File: config.mk
export PLATFORM = sky130hd
export DESIGN_NAME = imem_loader
export DESIGN_NICKNAME = d
export VERILOG_FILES = /design/src/rtl/imem_loader.sv
export SDC_FILE = /design/constraint.sdc
export NUM_CORES = 1
export LEC_CHECK = 0
export ABC_AREA = 1
export BUFFER_PORTS_ARGS = -buffer_cell sky130_fd_sc_hd__buf_2
export CAP_MARGIN = 20
export CELL_PAD_IN_SITES_DETAIL_PLACEMENT = 0
export CELL_PAD_IN_SITES_GLOBAL_PLACEMENT = 1
export CORE_AREA = 5 5 115 117
export DETAILED_ROUTE_END_ITERATION = 7
export DIE_AREA = 0 0 120 122
export GPL_TIMING_DRIVEN = 0
export PLACE_DENSITY_LB_ADDON = 0.1
export SYNTH_ARGS = -nofsm -noshare
export SYNTH_HDL_FRONTEND = slang
export SYNTH_SLANG_ARGS = --single-unit
File: constraint.sdc
create_clock -name CLOCK_50 -period 2.3 [get_ports CLOCK_50]
set_input_delay 0.345 -clock CLOCK_50 [delete_from_list [all_inputs] [get_ports CLOCK_50]]
set_output_delay 0.345 -clock CLOCK_50 [all_outputs]
set_load 0.01 [all_outputs]
File: src/rtl/imem_loader.sv
// ============================================================================
// Module   : imem_loader
// Purpose  : Boot loader that streams a length-prefixed, XOR-checked program
//            into instruction memory and holds the core in reset until done.
// Revision : 1.0 - initial release
// ============================================================================
`default_nettype none

module imem_loader #(
    parameter int ADDR_WIDTH = 8
) (
    input  logic                  CLOCK_50,
    input  logic                  reset,
    input  logic                  start,
    input  logic                  byte_valid,
    input  logic [7:0]            byte_data,
    output logic                  byte_ready,
    output logic                  imem_we,
    output logic [ADDR_WIDTH-1:0] imem_addr,
    output logic [31:0]           imem_wdata,
    output logic                  core_reset,
    output logic                  busy,
    output logic                  done,
    output logic                  error
);

    localparam int unsigned DEPTH = 32'd1 << ADDR_WIDTH;

    typedef enum logic [2:0] {
        S_IDLE = 3'd0,
        S_HDR0 = 3'd1,
        S_HDR1 = 3'd2,
        S_DATA = 3'd3,
        S_CSUM = 3'd4,
        S_DONE = 3'd5,
        S_ERR  = 3'd6
    } state_t;

    state_t                state_q, state_d;
    logic [7:0]            nlo_q, nlo_d;
    logic [15:0]           n_q, n_d;
    logic [ADDR_WIDTH:0]   widx_q, widx_d;
    logic [1:0]            bidx_q, bidx_d;
    logic [23:0]           asm_q, asm_d;
    logic [7:0]            xor_q, xor_d;
    logic                  we_q, we_d;
    logic [ADDR_WIDTH-1:0] addr_q, addr_d;
    logic [31:0]           wdata_q, wdata_d;

    logic                  w_accept;
    logic [15:0]           w_n_new;

    assign byte_ready = (state_q == S_HDR0) || (state_q == S_HDR1) ||
                        (state_q == S_DATA) || (state_q == S_CSUM);
    assign busy       = byte_ready;
    assign core_reset = (state_q != S_DONE);
    assign done       = (state_q == S_DONE);
    assign error      = (state_q == S_ERR);
    assign imem_we    = we_q;
    assign imem_addr  = addr_q;
    assign imem_wdata = wdata_q;

    assign w_accept = byte_valid && byte_ready;
    assign w_n_new  = {byte_data, nlo_q};

    always_comb begin
        state_d = state_q;
        nlo_d   = nlo_q;
        n_d     = n_q;
        widx_d  = widx_q;
        bidx_d  = bidx_q;
        asm_d   = asm_q;
        xor_d   = xor_q;
        we_d    = 1'b0;
        addr_d  = addr_q;
        wdata_d = wdata_q;

        if (w_accept && state_q != S_CSUM) begin
            xor_d = xor_q ^ byte_data;
        end

        case (state_q)
            S_IDLE, S_DONE, S_ERR: begin
                if (start) begin
                    state_d = S_HDR0;
                    widx_d  = '0;
                    bidx_d  = 2'd0;
                    xor_d   = 8'h00;
                end
            end
            S_HDR0: begin
                if (w_accept) begin
                    nlo_d   = byte_data;
                    state_d = S_HDR1;
                end
            end
            S_HDR1: begin
                if (w_accept) begin
                    n_d = w_n_new;
                    if (32'(w_n_new) > DEPTH) begin
                        state_d = S_ERR;
                    end else if (w_n_new == 16'd0) begin
                        state_d = S_CSUM;
                    end else begin
                        state_d = S_DATA;
                    end
                end
            end
            S_DATA: begin
                if (w_accept) begin
                    if (bidx_q == 2'd3) begin
                        we_d    = 1'b1;
                        addr_d  = widx_q[ADDR_WIDTH-1:0];
                        wdata_d = {byte_data, asm_q};
                        bidx_d  = 2'd0;
                        widx_d  = widx_q + 1'b1;
                        // Last word: checksum byte may follow immediately.
                        if (16'(widx_q) == n_q - 16'd1) begin
                            state_d = S_CSUM;
                        end
                    end else begin
                        asm_d[8*bidx_q +: 8] = byte_data;
                        bidx_d = bidx_q + 2'd1;
                    end
                end
            end
            S_CSUM: begin
                if (w_accept) begin
                    state_d = (byte_data == xor_q) ? S_DONE : S_ERR;
                end
            end
            default: state_d = S_IDLE;
        endcase
    end

    always_ff @(posedge CLOCK_50) begin
        if (reset) begin
            state_q <= S_IDLE;
            nlo_q   <= 8'h00;
            n_q     <= 16'h0000;
            widx_q  <= '0;
            bidx_q  <= 2'd0;
            asm_q   <= 24'h000000;
            xor_q   <= 8'h00;
            we_q    <= 1'b0;
            addr_q  <= '0;
            wdata_q <= 32'h0000_0000;
        end else begin
            state_q <= state_d;
            nlo_q   <= nlo_d;
            n_q     <= n_d;
            widx_q  <= widx_d;
            bidx_q  <= bidx_d;
            asm_q   <= asm_d;
            xor_q   <= xor_d;
            we_q    <= we_d;
            addr_q  <= addr_d;
            wdata_q <= wdata_d;
        end
    end

endmodule

`default_nettype wire

==> metrics.log <==
INFO  metric outcome = finished, final reports clean
INFO  metric numPlacedInstances = 887
INFO  metric sequentialPowerShare = 0.418
INFO  metric ctsLongestPathBuffers = 2
INFO  metric final_net_count = 768
INFO  metric grt_max_degree = 18
INFO  metric io_pins = 58
INFO  metric final_cell_mix = sky130_fd_sc_hd__nor2_1 (127), sky130_fd_sc_hd__dfxtp_1 (110), sky130_fd_sc_hd__nand2_1 (92)
INFO  metric hold_buffers = 0
INFO  metric tritoncts = done
INFO  metric final-max-slew-violation-count = 0
INFO  metric endpoint = asm_q[1]$_SDFFE_PP0P_
INFO  metric async_reset_ff_frac = 0
INFO  metric critical_path_peak_fanout = 9
INFO  metric initial_antenna_violation_count = 0
INFO  metric final_area = 5690 um2
INFO  metric top_layer = met4
INFO  metric crit_slowest_cell = sky130_fd_sc_hd__nor3_2
INFO  metric slew-limit-headroom = 0.521
INFO  metric routabilityCongestion = 0.838
INFO  metric multiInputGateArea = 2360 um2
INFO  metric drt_initial_violations = 224
INFO  metric tritoncts_num_sinks = 111
INFO  metric power.leakage = 2.49 nW
INFO  metric r2r_end = asm_q[1]$_SDFFE_PP0P_
INFO  metric regToRegSetupSlack = 0.18 ns
INFO  metric numCtsBuffers = 9
INFO  metric grt_first_pass_wirelength = 21.3 mm
INFO  metric worst_ep_arrival_time = 2.40 ns
INFO  metric drive_above_1_share = 0.148
INFO  metric first_global_vias = 4172
INFO  metric track_usage = 0.185
INFO  metric floorplan.die.height = 122 um
INFO  metric portBuffers = 55
INFO  metric fmax = 472 MHz
INFO  metric route.antenna.remaining_nets = 0
INFO  metric core.rowCount = 41
INFO  metric die-area = 14600 um2
INFO  metric fp.coreArea = 12300 um2
INFO  metric power.share.clock = 0.285
INFO  metric most_frequent_standard_cell_in_the_layout_excluding_fill_and_tap_cells = sky130_fd_sc_hd__nor2_1
INFO  metric num-fill-cells = 1304
INFO  metric syn_area_per_cell = 7.23 um2
INFO  metric via_per_inst = 5.03
INFO  metric timing_worst_setup_path_type = reg2reg
INFO  metric routed_wirelength = 13.4 mm
INFO  metric detailroute.via_count = 4535
INFO  metric synth_enable_flop_cells = 0
INFO  metric dpl_cell_area = 5400 um2
INFO  metric switching_share = 0.359
INFO  metric ff2ff_path_depth = 6
INFO  metric mappedNetlistNets = 701
INFO  metric synth_seq_cells = 111
INFO  metric post_synth_inst_count = 682
INFO  metric met1Wirelength = 6.45 mm
INFO  metric main_flop_type_after_synthesis = sky130_fd_sc_hd__dfxtp_1
INFO  metric r2r-start = bidx_q[0]$_SDFFE_PP0P_
INFO  metric clock_tree.htree_level_count = 3
INFO  metric synth.lib_cells_used.distinct = 31
INFO  metric netlist_area = 4930 um2
INFO  metric min_period_over_period = 0.922
INFO  metric area_delta_synth_final = 15.4%
INFO  metric worst_path_largest_cell_delay = 0.53 ns
INFO  metric grt_remaining_overflow = 0
INFO  metric crit_chain = inv_1 -> ha_1 -> clkbuf_1 -> nor3_2 -> nand3_1 -> a21oi_1
INFO  metric die-width = 120 um
INFO  metric setup.worst_path.end_class = flip-flop
INFO  metric power_frac_comb = 0.297
INFO  metric post_route_clock_skew = 0.00918 ns
INFO  metric peakVddDrop = 0.000465 V
INFO  metric power_spent_charging_and_discharging_nets = 0.00187 W
INFO  metric wl_met3 = 509 um
INFO  metric synth.yosys.seq_area_share = 0.451
INFO  metric dr.pass1.iters = 4
INFO  metric worst_setup_path_startpoint = bidx_q[0]$_SDFFE_PP0P_
INFO  metric post_layout_nonfiller_instances = 902
INFO  metric final-setup-viol-count = 0
INFO  metric clk_transition_reported_paths = 0.07 ns
INFO  metric max_cap_viols = 0
INFO  metric place_hpwl = 10.0 mm
INFO  metric hold_path.class = in2reg
INFO  metric timing.final.hold_violations = 0
INFO  metric grt_setup_unrepaired = no
INFO  metric layout_min_cycle_time = 2.12 ns
INFO  metric timing.critical_path.from_type = flip-flop
INFO  metric insertedDiodeCount = 0
INFO  metric final_routed_wire_length_divided_by_cell_count = 14.9 um
INFO  metric cell_internal_pwr = 0.00334 W
INFO  metric synth_warn = 0
INFO  metric regArea = 2220 um2
INFO  metric drc = 0
INFO  metric worst_pin_slew = 0.718 ns
INFO  metric floorplan.initialDensity = 0.402
INFO  metric clock_insertion_delay_worst_skew = 0.36 ns
INFO  metric wl_met2 = 6.29 mm
INFO  metric pwr_density_cell = 915 nW/um2
INFO  metric cp.required = 2.58 ns
INFO  metric cts_root_buf = sky130_fd_sc_hd__clkbuf_16
-- how the worst min path moves through the flow --
| stage | slack [ns] | startpoint | end | cells past startpoint |
|---|---|---|---|---|
| after CTS | 0.24 | reset | asm_q[19]$_SDFFE_PP0P_ | 2 |
| after floorplan | 0.42 | reset | asm_q[19]$_SDFFE_PP0P_ | 1 |
| final | 0.25 | reset | asm_q[19]$_SDFFE_PP0P_ | 2 |
| after detailed placement | 0.44 | n_q[15]$_SDFFE_PP0P_ | n_q[15]$_SDFFE_PP0P_ | 2 |
| after global routing | 0.25 | reset | asm_q[19]$_SDFFE_PP0P_ | 2 |
| after global placement | 0.44 | n_q[15]$_SDFFE_PP0P_ | n_q[15]$_SDFFE_PP0P_ | 2 |
-- power by group through the flow --
stage	Clock [W]	Sequential, W	Combinational (W)
6_report	0.00148	0.00218	0.00154
2_1_floorplan	0	0.00219	0.00117
5_1_grt	0.00159	0.00220	0.00175
3_5_place_dp	0	0.00222	0.00152
3_3_place_gp	0	0.00222	0.00150
4_1_cts	0.00152	0.00218	0.00153
-- repair_timing --
item | 4_1_cts | 5_1_grt
pin swaps | 0 | 2
buffers inserted | 0 | 1
endpoints found under the setup margin | 8 | 1
gates resized for setup | 1 | 2
-- through the flow --
step	util	TNS (ns)	setup slack, ns	hold slack, ns	total power (W)
floorplan	-	0	0.459	0.424	0.00336
global placement	0.440	0	0.0190	0.440	0.00372
detailed placement	0.440	-0.107	-0.0479	0.445	0.00374
CTS	0.462	0	0.204	0.235	0.00522
global route	0.464	0	0.00469	0.246	0.00553
finish	0.464	0	0.180	0.251	0.00521
-- layer usage --
metal | vias to the layer above | GRT usage
li1 | 2356 | -
met1 | 2097 | 0.252
met2 | 69 | 0.303
met3 | 13 | 0.0265
met4 | 0 | 0.0623
met5 | - | 0
-- area by class of cell --
cell class,count,share of cell area
tap,150,0.0330
timing repair buffer,56,0.0497
clock inverter,4,0.00528
sequential,111,0.391
multi-input combinational,475,0.415
clock buffer,10,0.0420
inverter,66,0.0435
buffer,30,0.0211
-- synthesized netlist by cell type (3+ instances only) --
cell type                    n  share of area
sky130_fd_sc_hd__a21oi_1    69          0.070
sky130_fd_sc_hd__buf_2       3         0.0030
sky130_fd_sc_hd__clkbuf_1   26          0.020
sky130_fd_sc_hd__dfxtp_1   111           0.45
sky130_fd_sc_hd__ha_1        7          0.018
sky130_fd_sc_hd__inv_1      55          0.042
sky130_fd_sc_hd__inv_2      11         0.0084
sky130_fd_sc_hd__nand2_1    92          0.070
sky130_fd_sc_hd__nand2_2     5         0.0063
sky130_fd_sc_hd__nand3_1    30          0.030
sky130_fd_sc_hd__nand3_2     4         0.0081
sky130_fd_sc_hd__nand4_1    13          0.016
sky130_fd_sc_hd__nor2_1    127          0.097
sky130_fd_sc_hd__nor2_2      5         0.0063
sky130_fd_sc_hd__nor2_4      3         0.0068
sky130_fd_sc_hd__nor3_1     10          0.010
sky130_fd_sc_hd__o21ai_0    73          0.074
sky130_fd_sc_hd__o21ai_1    10          0.010
sky130_fd_sc_hd__xnor2_1     3         0.0053
sky130_fd_sc_hd__xor2_1     11          0.020
-- worst max-delay path, delay by kind of cell (launching register included) --
family | cells | cell delay [ns]
adder cells (fa/ha/maj) | 1 | 0.33
AND/OR/NAND/NOR | 2 | 0.69
flip-flops | 1 | 0.51
AO/OA/AOI/OAI | 1 | 0.15
buffers and inverters | 2 | 0.38
-- cells by family after synthesis --
kind of cell / Yosys count / synth area share
XOR/XNOR: 14 / 0.0249
AO/OA/AOI/OAI: 157 / 0.164
buffers and inverters: 96 / 0.0746
adder cells (fa/ha/maj): 7 / 0.0178
AND/OR/NAND/NOR: 297 / 0.268
flip-flops: 111 / 0.451
-- registers in the layout, indices dropped and copies added (netlist names) --
signal	flops
imem_addr	8
nlo_q	8
imem_we	1
asm_q	24
state_q	3
xor_q	8
widx_q	9
bidx_q	2
imem_wdata	32
n_q	16
Power figures use the tool's default switching activity.
